===== src/rtl/clock_period_meter.sv =====
// -----------------------------------------------------------------------------
// clock_period_meter
//
// Measures the period and high time of a slow asynchronous square wave in
// clk cycles. Single-shot: every accepted start yields exactly one meas_valid
// pulse or one timeout pulse. Companion to the selectable-speed clock divider
// and used by self-test to confirm its speed setting and duty cycle.
//
// Build option:
//   HIGH_TIME_EN  defined   -> high-time counter present, high_time updated
//                              together with period on each meas_valid
//                 undefined -> high-time logic omitted, high_time tied to 0
//
// Ports:
//   clk         in   system clock, rising edge
//   reset       in   synchronous, active-high reset
//   sig_in      in   asynchronous signal under measurement
//   start       in   one-cycle request, accepted only while busy=0
//   busy        out  measurement in progress
//   meas_valid  out  one-cycle pulse, period/high_time just updated
//   timeout     out  one-cycle pulse, no complete period within TIMEOUT cycles
//   period      out  clk cycles between two successive rising edges
//   high_time   out  clk cycles from the first rising edge to the next fall
//
// FSM states:
//   state   | meaning
//   --------+------------------------------------------------------------
//   IDLE    | waiting for start, busy=0
//   ARM     | waiting for the first full rising edge of sig_in
//   MEASURE | counting until the next rising edge closes the period
// -----------------------------------------------------------------------------
module clock_period_meter #(
  parameter int          CNT_W       = 28,
  parameter int unsigned TIMEOUT     = 100000000,
  parameter int          SYNC_STAGES = 2
) (
  input  logic             clk,
  input  logic             reset,
  input  logic             sig_in,
  input  logic             start,
  output logic             busy,
  output logic             meas_valid,
  output logic             timeout,
  output logic [CNT_W-1:0] period,
  output logic [CNT_W-1:0] high_time
);

  localparam logic [1:0] IDLE    = 2'd0;
  localparam logic [1:0] ARM     = 2'd1;
  localparam logic [1:0] MEASURE = 2'd2;

  localparam logic [CNT_W-1:0] TMO_LAST = CNT_W'(TIMEOUT - 1);

  logic [1:0]             state;
  logic [SYNC_STAGES-1:0] sync_q;
  logic                   sig_s;
  logic                   sig_d;
  logic                   rise;
  logic [CNT_W-1:0]       tmo_cnt;
  logic [CNT_W-1:0]       per_cnt;
  logic                   tmo_last;
  logic                   arm_rise;
  logic                   complete;

  // Synchronizer plus one history flop; both edges see the same latency,
  // so the measured intervals are not skewed.
  always_ff @(posedge clk) begin
    if (reset) begin
      sync_q <= '0;
      sig_d  <= 1'b0;
    end else begin
      sync_q <= {sync_q[SYNC_STAGES-2:0], sig_in};
      sig_d  <= sig_s;
    end
  end

  assign sig_s    = sync_q[SYNC_STAGES-1];
  assign rise     = sig_s & ~sig_d;
  assign tmo_last = (tmo_cnt == TMO_LAST);

  // A rise on the last allowed ARM cycle cannot complete a period, so the
  // timeout takes it. In MEASURE a completing rise beats the timeout.
  assign arm_rise = (state == ARM) && rise && !tmo_last;
  assign complete = (state == MEASURE) && rise;

  assign busy = (state != IDLE);

  always_ff @(posedge clk) begin
    if (reset) begin
      state      <= IDLE;
      meas_valid <= 1'b0;
      timeout    <= 1'b0;
      period     <= '0;
      tmo_cnt    <= '0;
      per_cnt    <= '0;
    end else begin
      meas_valid <= 1'b0;
      timeout    <= 1'b0;
      case (state)
        IDLE: begin
          // A start coinciding with a result pulse is dropped so that
          // software sees one clean result per request.
          if (start && !meas_valid && !timeout) begin
            state   <= ARM;
            tmo_cnt <= '0;
          end
        end
        ARM: begin
          tmo_cnt <= tmo_cnt + 1'b1;
          if (tmo_last) begin
            state   <= IDLE;
            timeout <= 1'b1;
          end else if (arm_rise) begin
            state   <= MEASURE;
            per_cnt <= CNT_W'(1);
          end
        end
        MEASURE: begin
          tmo_cnt <= tmo_cnt + 1'b1;
          per_cnt <= per_cnt + 1'b1;
          if (complete) begin
            state      <= IDLE;
            period     <= per_cnt;
            meas_valid <= 1'b1;
          end else if (tmo_last) begin
            state   <= IDLE;
            timeout <= 1'b1;
          end
        end
        default: state <= IDLE;
      endcase
    end
  end

`ifdef HIGH_TIME_EN
  logic             fall;
  logic [CNT_W-1:0] hi_cnt;
  logic [CNT_W-1:0] hi_meas;
  logic             hi_done;

  assign fall = ~sig_s & sig_d;

  // The fall value is staged in hi_meas and only committed with the period,
  // so a measurement that times out leaves high_time untouched.
  always_ff @(posedge clk) begin
    if (reset) begin
      hi_cnt    <= '0;
      hi_meas   <= '0;
      hi_done   <= 1'b0;
      high_time <= '0;
    end else begin
      if (arm_rise) begin
        hi_cnt  <= CNT_W'(1);
        hi_done <= 1'b0;
      end else if ((state == MEASURE) && !hi_done) begin
        hi_cnt <= hi_cnt + 1'b1;
        if (fall) begin
          hi_meas <= hi_cnt;
          hi_done <= 1'b1;
        end
      end
      if (complete) begin
        high_time <= hi_meas;
      end
    end
  end
`else
  assign high_time = '0;
`endif

endmodule


===== config.mk =====
export PLATFORM = sky130hd
export DESIGN_NAME = clock_period_meter
export DESIGN_NICKNAME = d
export VERILOG_FILES = /design/src/rtl/clock_period_meter.sv
export SDC_FILE = /design/constraint.sdc
export NUM_CORES = 1
export LEC_CHECK = 0
export CORE_MARGIN = 4
export CORE_UTILIZATION = 56
export DETAILED_ROUTE_END_ITERATION = 8
export PLACE_DENSITY = 0.79
export SYNTH_ARGS = -nofsm -noshare
export SYNTH_HDL_FRONTEND = slang
export SYNTH_SLANG_ARGS = --single-unit

===== constraint.sdc =====
create_clock -name clk -period 4.56 [get_ports clk]
set_input_delay 0.456 -clock clk [delete_from_list [all_inputs] [get_ports clk]]
set_output_delay 0.456 -clock clk [all_outputs]
set_load 0.1 [all_outputs]

# Word level (Yosys, flattened, before mapping)
# Cells that the tools add are included.
# word_totals
ff_bits,91
inputBits,4
out_inout_bits,59
elab_cells,54
# op_classes
n_addsub,2
eq_ne,8
muxes,15
bitwise_logic,3
n_reduce_logical,18
# op_table
op,count
28-bit case mux with 2 select lines,2
28-bit 2-to-1 mux,3
28-bit by 1-bit adder with 28-bit output (second input constant),2
28-bit by 27-bit == test with 1-bit output (second input constant),1
2-bit 2-to-1 mux,5
2-bit inequality test (second input constant),3
3-bit inequality test (second input constant),2
2-bit case mux with 3 select lines,1
3-bit AND reduction,2
2-bit nonzero test,3
1-bit logical AND,5
2-bit AND reduction,2
2-bit OR reduction,2
1-bit logical NOT,3
1-bit 2-to-1 mux,3
2-bit by 1-bit == test with 1-bit output (second input constant),1
2-bit == test (second input constant),1
2-bit logical NOT,1
1-bit inverter,2
1-bit case mux with 2 select lines,1
1-bit AND,1

# Longest topological paths before layout
# Gate-level depths: netlist (run 1).
# depth
depth_word,7
depth_mapped,9

# Worst setup path after synthesis (run 1)
# OpenSTA, ideal clock, no wires.
# synth_timing
path_type,reg-to-reg
from,register timeout
to,register tmo_cnt[26]
setup_time_ns,0.071
t_arrival_ns,2.308
t_required_ns,4.489
path_slack_ns,2.181
path_stages_with_launch,7
n_path_buf,1
path_cell_list,dfxtp_1 nand4bb_2 a21oi_4 or4b_1 buf_2 or3_1 a21oi_1
# synth_via
elab_chain_cells,4
# synth_lines
item,line_no,rtl
from (decl),43,"output logic timeout,"
from (signal assigned),92,timeout <= 1'b0;
from (signal assigned),98,timeout <= 1'b0;
from (signal assigned),112,timeout <= 1'b1;
1-bit logical NOT,103,if (start && !meas_valid && !timeout) begin
1-bit logical AND,103,
2-bit inequality test (no source line),n/a,
2-bit AND reduction (no source line),n/a,
to (signal assigned),109,tmo_cnt <= tmo_cnt + 1'b1;
to (signal assigned),119,tmo_cnt <= tmo_cnt + 1'b1;
to (decl),59,logic [CNT_W-1:0] tmo_cnt;
# Every way passes these cells.
# A chain may end at the register's enable or synchronous reset.

# Final worst setup path (run 1)
# layout_timing
from,register state[0]
to,output busy
# layout_via
elab_chain_cells,1
# layout_lines
item,line_no,rtl
from (decl),54,logic [1:0] state;
from (signal assigned),90,state <= IDLE;
from (signal assigned),104,state <= ARM;
from (signal assigned),111,state <= IDLE;
2-bit nonzero test,86,assign busy = (state != IDLE);
to (decl),41,"output logic busy,"
# Every way passes these cells.

==> key figures, run 1 <==
Setup path
  • Crit Path Category: reg -> out
  • Slowest stage delay, CP: ~1.1 ns
  • Worst Path Required: roughly 4 ns
  • Worst R2R Start: tmo_cnt[0]$_SDFFE_PP0P_
  • Crit path cell chain: inv_1 -> ha_1 -> inv_1 -> clkdlybuf4s50_1
  • CP Capture Type: output port
  • Worst Path Arrival: between 2 and 2.5 ns
  • Reg2reg end: per_cnt[11]$_SDFFE_PP0P_
  • Critical Path Start Type: flop
  • Most frequent CP cell: inv_1
  • Cell with the largest stage delay on the worst path: clkdlybuf4s50_1
  • R2R cell count: 7
  • Max Fanout on Critical Path: 6
  • R2r setup slk: approximately 2 ns

Clock network
  • Longest Clk Path Bufs: 2
  • Setup bufs post-CTS: 0
  • Clock Sinks: between 90 and 100
  • Clock Pin Slew Worst Setup and Hold Paths: 0.09 ns
  • CTS tree: done
  • Clock Latency Late Sink: 0.36 ns
  • CTS Hold Bufs: 0
  • Clock Root Buffer: clkbuf_8
  • Num CTS Buffers: 9
  • H-tree levels: 3
  • Post_cts resized: 0

Run
  • Maxcap violations: 0

Floorplan
  • Starting Density: 57.9%
  • Die X: about 95 µm
  • Core footprint: around 7300 µm²
  • Ports: 63
  • Die height: 94.8 µm
  • Die ar.: 8990 µm²
  • Row count: 31

Synth
  • Unique cell type count in the Yosys netlist: 58
  • Mux cell area share after synthesis: less than 1%
  • Avg Synthesized Cell Area: ~8.6 µm²
  • Post-Synth Adder-Cell Area: 1.48%
  • Synth Area in Compound Gates: between 10% and 20%
  • Post-synth EDFFs: 0
  • Mapped Cells: between 400 and 500
  • Mapped Area: between 4000 and 5000 µm²
  • Yosys Warn Count: 0
  • Synth top area share: a little over two fifths
  • Main synth FF type: dfxtp_1
  • Top cells by count, synth: dfxtp_1, nand2_1, nor2_1, a21oi_1, xor2_1
  • Seq/Total Area, Yosys: 43.2%
  • Simple-gate share of the synthesized area: ~25%
  • FFs w/ async S/R, synth: 0%
  • Area leader, netlist: dfxtp_1
  • Count leader, synth: dfxtp_1
  • Largest family of logic cells by synthesized area: simple AND/OR/NAND/NOR gates
  • Post-Synth XOR/XNOR Area: 8.72%
  • Synth area leaders: dfxtp_1, nand2_1, xor2_1
  • FF+latch count, synth: about 90

Drt
  • WL per Instance: roughly 13 µm
  • Antenna Nets Post-Route: 0
  • Initial DRC Count: 131
  • Post-route DRC: 0
  • DR pass1 iterations: 4
  • Total Wirelength: between 8000 and 9000 µm
  • Vias: 3276
  • Via density: between 5 and 6

Power and ir drop
  • Seq pwr share: ~54%
  • Switching part of the total power: 30.3%
  • Switch Pwr: ~0.45 mW
  • Combinational share of power: 12.7%
  • P_int: ~1.0 mW
  • PwrDens: approximately 320 nW/µm²
  • Clock network power share: approximately a third
  • Cell leakage power: between 1.5 and 2 nW
  • Maximum vdd drop: between 0.15 and 0.2 mV

Run status
  • Run status: finished, final reports clean

STA
  • Final min period: ~2.7 ns
  • Tcrit/Tclk final: around three fifths
  • Setup repair after global routing missed its margin: false
  • Clock skew: around 0.018 ns
  • Final Hold Viols: 0
  • F_max: around 0.37 GHz
  • Final setup TNS: 0 ns
  • Hold_ws: about 0.44 ns
  • Worst slew margin: between 30 and 40%
  • Final setup violation count: 0
  • Max Slew Vio Count: 0
  • Worst-margin pin slew: slightly above 1 ns

Placed design
  • DP Cell Count: ~600
  • GP Congestion: ~0.75
  • # port buffers: 34
  • DP HPWL: around 5600 µm

GRT
  • First-pass GRT wire length: 13800 µm
  • Initial antenna violation count: 0
  • Grt ovf: 0
  • Largest net degree at the start of global routing: 42
  • Total Routing Usage GR: 19.2%
  • Vias in the first global route: roughly 3k

Cells and area
  • Layout Area Growth over Synthesis: 11.1%
  • Multi-input logic area: about 2200 µm²
  • Diodes inserted: 0
  • Fill count: ~620
  • Register Area: between 1500 and 2000 µm²
  • Share of cells above drive strength 1: approximately 7.3%
  • Final Net Count: around 530
  • Fin cells: 620

Worst hold path
  • HP Start: sync_q[0]$_SDFF_PP0_
  • Number of cells on the worst hold path: 1
  • Min-Delay Endpoint: sync_q[1]$_SDFF_PP0_
  • Hold WC Path Type: reg -> reg
==> power by group through the flow <==
stage	registers (mW)	logic, mW	clock network (mW)
final	0.803	0.190	0.504
after global routing	0.805	0.202	0.555
after CTS	0.803	0.190	0.521
after detailed placement	0.822	0.189	0
after global placement	0.822	0.188	0
after floorplan	0.821	0.188	0
==> worst max-delay path by stage <==
stage,start,end,cells after the start
after global routing,state[0]$_SDFFE_PP0P_,busy,4
after floorplan,timeout$_SDFF_PP0_,tmo_cnt[26]$_SDFFE_PP0P_,6
after detailed placement,start,tmo_cnt[22]$_SDFFE_PP0P_,6
after global placement,start,tmo_cnt[26]$_SDFFE_PP0P_,6
after CTS,state[0]$_SDFFE_PP0P_,busy,4
final,state[0]$_SDFFE_PP0P_,busy,4
==> flip-flops by register name, summed over array words and instances, names as in the netlist <==
name and flops:
sync_q 2, period 28, tmo_cnt 28, sig_d 1
state 2, meas_valid 1, per_cnt 28, timeout 1
==> cell type report <==
cell class                      instances  share of cell area [%]
Sequential cell                        91                    38.9
Tap cell                               99                    2.64
Clock inverter                          6                   0.988
Inverter                                6                   0.481
Clock buffer                           10                    2.94
Multi-Input combinational cell        370                    46.2
Timing Repair Buffer                   38                    7.90
==> placed cells by master (no fill, tap or decap), types with 2 or more instances in the layout <==
| cell | netlist | layout |
|---|---|---|
| and3_1 | 4 | 4 |
| buf_4 | 28 | 4 |
| and2_1 | 4 | 4 |
| nor4_1 | 3 | 3 |
| o31ai_1 | 2 | 2 |
| o2111ai_1 | 6 | 6 |
| nor4bb_1 | 2 | 2 |
| and4_1 | 4 | 4 |
| nor2_1 | 54 | 54 |
| o21bai_1 | 2 | 2 |
| a32oi_1 | 2 | 2 |
| conb_1 | 1 | 28 |
| clkbuf_8 | 0 | 10 |
| dfxtp_1 | 91 | 91 |
| clkdlybuf4s50_1 | 0 | 34 |
| a21oi_1 | 43 | 43 |
| clkinvlp_4 | 0 | 2 |
| ha_1 | 5 | 5 |
| inv_6 | 0 | 3 |
| or3_1 | 9 | 9 |
| xnor2_1 | 10 | 10 |
| nor2b_1 | 5 | 5 |
| nand3_1 | 14 | 14 |
| inv_1 | 6 | 6 |
| nand2_1 | 78 | 78 |
| o21ai_0 | 13 | 13 |
| xor2_1 | 32 | 32 |
| nor3_1 | 4 | 4 |
| o211ai_2 | 4 | 4 |
| nand2b_1 | 3 | 3 |
| o21ai_1 | 3 | 3 |
| nand4_1 | 10 | 10 |
==> worst max-delay path, delay by kind of cell, from the launching register on <==
family                     cells  cell delay [ns]
buffers and inverters          3             1.28
DFF                            1             0.36
adders and majority gates      1             0.28
==> kinds of logic after synthesis <==
group,count (synthesis)
AOI/OAI and AO/OA,86
other,1
DFF,91
buffers and inverters,56
and+or+nand+nor,208
xor gates and xnor gates,42
muxes,1
adders and majority gates,5
==> metrics by stage <==
step / instance area, µm² / setup WS (ns) / utilization [%] / power, mW
after floorplan: 4320 / 2.18 / - / 1.01
after global placement: 4500 / 2.08 / 61.8 / 1.01
after detailed placement: 4500 / 2.03 / 61.8 / 1.01
after CTS: 4690 / 1.81 / 64.3 / 1.51
after global routing: 4690 / 1.70 / 64.3 / 1.56
final: 4690 / 1.83 / 64.3 / 1.50
==> layer usage <==
metal / share of wire, % / wire, µm / global-route usage (%) / vias up
met5: 0 / 0 / 0 / -
met4: 1.1 / 93 / 6.49 / 0
met3: 4.5 / 362 / 4.14 / 8
met2: 48 / 3880 / 32.3 / 75
met1: 47 / 3770 / 24.2 / 1514
li1: - / - / - / 1679
(Power assumes the default switching activity.)
==> inputs of run 2 (changes only) <==
--- a/config.mk
+++ b/config.mk
@@ -6,9 +6,9 @@
 export NUM_CORES = 1
 export LEC_CHECK = 0
 export CORE_MARGIN = 4
-export CORE_UTILIZATION = 56
+export CORE_UTILIZATION = 54
 export DETAILED_ROUTE_END_ITERATION = 8
-export PLACE_DENSITY = 0.79
+export PLACE_DENSITY = 0.77
 export SYNTH_ARGS = -nofsm -noshare
 export SYNTH_HDL_FRONTEND = slang
 export SYNTH_SLANG_ARGS = --single-unit
==> constraint.sdc (replaced) <==
create_clock -name clk -period 2.64 [get_ports clk]
set_input_delay 0.264 -clock clk [delete_from_list [all_inputs] [get_ports clk]]
set_output_delay 0.264 -clock clk [all_outputs]
set_load 0.1 [all_outputs]
==> key figures, run 2 (same netlist as run 1, synthesis figures left out) <==
Run status
  • Run status: finished, final reports clean

STA
  • Final setup violation count: 0 (unchanged)
  • Worst-margin pin slew: 0.575 ns (-0.432 ns)
  • Clock skew: 0.00671 ns (-0.0111 ns)
  • Final Hold Viols: 0 (unchanged)
  • Tcrit/Tclk final: roughly nine tenths
  • Final min period: 2.37 ns
  • Final setup TNS: 0 ns (unchanged)
  • Worst slew margin: 61.3% (+29 points)
  • Setup repair after global routing missed its margin: false
  • F_max: between 0.4 and 0.5 GHz
  • Max Slew Vio Count: 0 (unchanged)

Setup path
  • Crit Path Category: reg -> reg
  • Critical Path Start Type: flop
  • Start point of the critical path: state[0]$_SDFFE_PP0P_
  • Worst Path Arrival: 2.65 ns (+0.38 ns)
  • Worst Path Required: 2.92 ns (-1.18 ns)
  • CP Capture Type: flop
  • R2r setup slk: 0.27 ns (-1.78 ns)
  • Max Fanout on Critical Path: 7 (+1)
  • Crit path cell chain: inv_1 -> ha_1 -> nand2b_1 -> a21oi_4 -> or4b_1 -> or3_1 -> a21oi_1
  • Cell with the largest stage delay on the worst path: or4b_1
  • Worst R2R Start: state[0]$_SDFFE_PP0P_
  • Slowest stage delay, CP: 0.57 ns (-0.55 ns)

Floorplan
  • Die X: 96.4 µm (+1.7%)
  • Die height: 96.4 µm (+1.7%)
  • Core footprint: 7410 µm² (+1.6%)
  • Starting Density: 56.9% (-0.91 points)
  • Row count: 31 (unchanged)
  • Die ar.: 9290 µm² (+3.4%)
  • Ports: 63 (unchanged)

Drt
  • Total Wirelength: 8150 µm (+0.43%)
  • Met3 routed WL: 364 µm (+0.55%)
  • DR pass1 iterations: 4 (unchanged)
  • Initial DRC Count: 123 (-6.1%)
  • Met2 WL: 3770 µm (-3.0%)
  • Antenna Nets Post-Route: 0 (unchanged)
  • Vias: 3326 (+1.5%)
  • M1 WL: 3950 µm (+4.6%)
  • Post-route DRC: 0 (unchanged)
  • Top routing layer in use: met4
  • WL per Instance: 13.1 µm (+0.11%)
  • Via density: 5.35 (+1.2%)

Cells and area
  • Final Net Count: 530 (+0.95%)
  • Largest regs: per_cnt (28), period (28), tmo_cnt (28)
  • Diodes inserted: 0 (unchanged)
  • Most frequent cells in the layout: dfxtp_1, nand2_1, nor2_1
  • Layout Area Growth over Synthesis: 9.49%
  • Share of cells above drive strength 1: 13.8% (+6.5 points)
  • Most common cell after layout, fill and taps aside: dfxtp_1

Placed design
  • DP HPWL: 5750 µm (+2.6%)
  • GP Congestion: 0.783 (+4.5%)
  • # port buffers: 34 (unchanged)

Clock network
  • Clock Sinks: 91 (unchanged)
  • Clock Latency Late Sink: 0.34 ns (-0.02 ns)
  • CTS tree: done
  • Num CTS Buffers: 9 (unchanged)
  • Clock Root Buffer: clkbuf_8
  • CTS Hold Bufs: 0 (unchanged)
  • Clock Pin Slew Worst Setup and Hold Paths: 0.08 ns (about the same)
  • Longest Clk Path Bufs: 2 (unchanged)
  • H-tree levels: 3 (unchanged)

Worst hold path
  • HP Start: sync_q[0]$_SDFF_PP0_
  • Hold WC Path Type: reg -> reg

Power and ir drop
  • Total power: 2.52 mW (+68%)
  • Cell leakage power: 1.67 nW (+5.0%)
  • Maximum vdd drop: 0.398 mV (+100%)
  • PwrDens: 545 nW/µm² (+71%)

Run
  • Maxcap violations: 0 (unchanged)

GRT
  • Grt ovf: 0 (unchanged)
  • Vias in the first global route: 3061 (+1.7%)
  • Largest net degree at the start of global routing: 27 (-36%)
  • Initial antenna violation count: 0 (unchanged)
  • Total Routing Usage GR: 18.5% (-0.62 points)
  • First-pass GRT wire length: 13900 µm (+0.85%)
run 2: cell types whose count changed in the layout (fill, tap and decap cells not counted), sizes merged:
cell / change
clkinvlp: -1
inv: -3
clkinv: +1
buf: +36
clkdlybuf4s50: -31
run 2: per-stage QoR:
step                utilization [%]  cell area, µm²  setup slack, ns  hold slack, ns  std cells
floorplan                         -            4320            0.261           0.340        517
global placement               60.2            4460            0.262           0.443        609
detailed placement             60.2            4460            0.154           0.437        609
CTS                            62.3            4620            0.122           0.452        622
global route                   62.4            4620            0.117           0.477        622
finish                         62.4            4620            0.267           0.450        622
run 2: power breakdown:
part	total [mW]	internal [mW]	leakage [nW]	switching, mW
Sequential	1.39	1.38	0.734	0.00780
Combinational	0.329	0.0452	0.856	0.283
Clock	0.801	0.350	0.0799	0.451
Total	2.52	1.77	1.67	0.742
run 2: metal layers:
metal	global-route usage, %	vias up
li1	-	1684
met1	25.3	1561
met2	30.3	74
met3	2.71	7
met4	5.84	0
met5	0	-
run 2: path summary, 6_finish.rpt:
check / endpoint / cells past startpoint
worst max-delay path: tmo_cnt[26]$_SDFFE_PP0P_ / 7
worst min-delay path: sync_q[1]$_SDFF_PP0_ / 1
worst max register to register: tmo_cnt[26]$_SDFFE_PP0P_ / 7
worst min register to register: sync_q[1]$_SDFF_PP0_ / 1
run 2: cell type report:
class                      count  area (µm²)
clock buffer                  10         138
clock inverter                 3        17.5
fill                         643        2790
inverter                       6        22.5
multi-input combinational    370        2170
sequential                    91        1820
tap                           99         124
timing repair buffer          43         330
run 2: timing repair:
item | CTS | global route
setup buffers | 0 | 0
resized for setup | 0 | 1
endpoints found under the setup margin | 0 | 4
run 2: critical path: cells and delay by family, from the launching register on:
family / cells / cell delay [ns]
simple gates: 3 / 1.08
compound gates: 2 / 0.41
flops: 1 / 0.37
fa+ha+maj: 1 / 0.37
buf+inv: 1 / 0.08
==> inputs of run 3 (changes only) <==
--- a/config.mk
+++ b/config.mk
@@ -8,7 +8,7 @@
 export CORE_MARGIN = 4
 export CORE_UTILIZATION = 54
 export DETAILED_ROUTE_END_ITERATION = 8
-export PLACE_DENSITY = 0.77
+export PLACE_DENSITY = 0.8
 export SYNTH_ARGS = -nofsm -noshare
 export SYNTH_HDL_FRONTEND = slang
 export SYNTH_SLANG_ARGS = --single-unit
==> key figures, run 3 (same netlist as run 1, synthesis figures left out) <==
Worst hold path
  • Number of cells on the worst hold path: 1 (unchanged)
  • Min-Delay Endpoint: sync_q[1]$_SDFF_PP0_
  • HP Start: sync_q[0]$_SDFF_PP0_
  • Hold WC Path Type: reg -> reg

Setup path
  • Worst Path Arrival: 2.67 ns (+0.02 ns)
  • Worst Path Required: 2.94 ns (+0.02 ns)
  • Crit Path Category: reg -> reg
  • R2R cell count: 7 (unchanged)
  • Worst R2R Start: state[0]$_SDFFE_PP0P_
  • Critical Path Start Type: flop
  • R2r setup slk: 0.27 ns (about the same)
  • CP Capture Type: flop
  • Max Fanout on Critical Path: 7 (unchanged)
  • Reg2reg end: tmo_cnt[22]$_SDFFE_PP0P_

Cells and area
  • Layout Area Growth over Synthesis: 10.7%
  • Final Net Count: 531 (+0.19%)
  • Most frequent cells in the layout: dfxtp_1, nand2_1, nor2_1
  • Final Util: 63.1% (+0.71 points)
  • Share of cells above drive strength 1: 14.2% (+0.46 points)
  • Most common cell after layout, fill and taps aside: dfxtp_1
  • Fill count: 639 (-0.62%)
  • Diodes inserted: 0 (unchanged)
  • Largest regs: per_cnt (28), period (28), tmo_cnt (28)

STA
  • Worst slew margin: 59.8% (-1.5 points)
  • Final setup TNS: 0 ns (unchanged)
  • Final setup violation count: 0 (unchanged)
  • Final Hold Viols: 0 (unchanged)
  • Final min period: 2.37 ns (-0.00243 ns)
  • Post-route setup slack: 0.269 ns (+0.00243 ns)
  • Worst-margin pin slew: 0.588 ns (+0.0125 ns)
  • Setup repair after global routing missed its margin: false
  • Clock skew: 0.0128 ns (+0.00613 ns)
  • Hold_ws: 0.447 ns (-0.00297 ns)
  • Max Slew Vio Count: 0 (unchanged)
  • F_max: 0.422 GHz (+0.10%)
  • Tcrit/Tclk final: 89.8% (-0.092 points)

GRT
  • Vias in the first global route: 3070 (+0.29%)
  • Initial antenna violation count: 0 (unchanged)
  • Grt ovf: 0 (unchanged)
  • First-pass GRT wire length: 14000 µm (+0.29%)
  • Total Routing Usage GR: 18.9% (+0.36 points)
  • Largest net degree at the start of global routing: 29 (+7.4%)

Power and ir drop
  • P_int: 1.88 mW (+5.7%)
  • Combinational share of power: 12.4% (-0.7 points)
  • PwrDens: 572 nW/µm² (+5.0%)
  • Seq pwr share: 51.9% (-3.2 points)
  • Total power: 2.67 mW (+6.2%)
  • Maximum vdd drop: 0.444 mV (+12%)
  • Clock network power share: 35.7% (+3.9 points)
  • Switch Pwr: 0.797 mW (+7.3%)
  • Cell leakage power: 1.70 nW (+1.7%)
  • Switching part of the total power: 29.8% (+0.32 points)

Clock network
  • Num CTS Buffers: 9 (unchanged)
  • Setup bufs post-CTS: 0 (unchanged)
  • Clock Latency Late Sink: 0.36 ns (+0.02 ns)
  • Longest Clk Path Bufs: 2 (unchanged)
  • Clock Pin Slew Worst Setup and Hold Paths: 0.09 ns (about the same)
  • Clock Root Buffer: clkbuf_8
  • Clock Sinks: 91 (unchanged)
  • CTS tree: done
  • H-tree levels: 3 (unchanged)

Drt
  • Antenna Nets Post-Route: 0 (unchanged)
  • Post-route DRC: 0 (unchanged)
  • Total Wirelength: 8280 µm (+1.5%)
  • DR pass1 iterations: 4 (unchanged)
  • WL per Instance: 13.2 µm (+0.88%)
  • Initial DRC Count: 130 (+5.7%)
  • Vias: 3303 (-0.69%)
  • Via density: 5.28 (-1.3%)

Floorplan
  • Die height: 96.4 µm (unchanged)
  • Ports: 63 (unchanged)
  • Die X: 96.4 µm (unchanged)
  • Die ar.: 9290 µm² (unchanged)
  • Starting Density: 56.9% (unchanged)
  • Row count: 31 (unchanged)
  • Core footprint: 7410 µm² (unchanged)

Placed design
  • GP Congestion: 0.802 (+2.5%)
  • Place WS: 0.210 ns (+0.0563 ns)
  • DP HPWL: 5870 µm (+2.1%)
  • # port buffers: 34 (unchanged)

Run
  • Maxcap violations: 0 (unchanged)

Run status
  • Run status: finished, final reports clean
-- run 3: cell types whose count changed in the layout (fill, tap and decap cells not counted) --
cell	change
bufinv_16	+1
inv_6	+1
clkinv_4	+2
clkbuf_1	+1
clkinv_2	-1
clkbuf_8	-1
inv_8	+1
clkinvlp_4	-1
buf_4	+1
-- run 3: final cells by class --
| class | instances | area, µm² | share of cell area, % |
|---|---|---|---|
| clock buffer | 10 | 128 | 2.73 |
| inverter | 6 | 22.5 | 0.482 |
| tap | 99 | 124 | 2.65 |
| timing repair buffer | 44 | 338 | 7.23 |
| clock inverter | 6 | 72.6 | 1.55 |
| multi-input combinational | 370 | 2170 | 46.4 |
| sequential | 91 | 1820 | 39.0 |
-- run 3: worst max path at each step --
stage	from	slack, ns	endpoint	depth (start not counted)
after detailed placement	tmo_cnt[0]$_SDFFE_PP0P_	0.21	per_cnt[11]$_SDFFE_PP0P_	7
after global routing	tmo_cnt[0]$_SDFFE_PP0P_	0.16	per_cnt[23]$_SDFFE_PP0P_	7
after floorplan	timeout$_SDFF_PP0_	0.26	tmo_cnt[26]$_SDFFE_PP0P_	6
after CTS	tmo_cnt[0]$_SDFFE_PP0P_	0.15	per_cnt[23]$_SDFFE_PP0P_	7
final	state[0]$_SDFFE_PP0P_	0.27	tmo_cnt[22]$_SDFFE_PP0P_	7
after global placement	tmo_cnt[0]$_SDFFE_PP0P_	0.29	per_cnt[11]$_SDFFE_PP0P_	7
-- run 3: critical path: stages, from the launching register on --
cell and delay, ns:
dfxtp_1 0.38, inv_1 0.08, ha_1 0.38, nand2b_1 0.15, a21oi_4 0.25, or4b_1 0.58
or3_1 0.35, a21oi_1 0.14
-- run 3: what timing repair did --
action / 4_1_cts / 5_1_grt
resized for setup: 0 / 1
setup endpoints to repair: 0 / 4
hold buffers: 0 / 0
-- run 3: power groups by stage --
| stage | logic [mW] | registers [mW] | clock network [mW] |
|---|---|---|---|
| 3_3_place_gp | 0.325 | 1.42 | 0 |
| 4_1_cts | 0.329 | 1.39 | 0.969 |
| 5_1_grt | 0.349 | 1.39 | 1.03 |
| 3_5_place_dp | 0.327 | 1.42 | 0 |
| 2_1_floorplan | 0.324 | 1.42 | 0 |
| 6_report | 0.330 | 1.39 | 0.954 |
-- run 3: through the flow --
step / std cells / instance area, µm²
2_1_floorplan: 517 / 4320
4_1_cts: 626 / 4670
5_1_grt: 626 / 4670
6_report: 626 / 4670
3_5_place_dp: 610 / 4470
3_3_place_gp: 610 / 4470
-- run 3: per-layer routing --
| layer | part of all wire [%] | global-route usage, % | wire, µm |
|---|---|---|---|
| met5 | 0 | 0 | 0 |
| met2 | 47 | 31.3 | 3890 |
| met1 | 47 | 24.6 | 3850 |
| met3 | 4.8 | 3.02 | 397 |
| met4 | 1.6 | 7.59 | 133 |
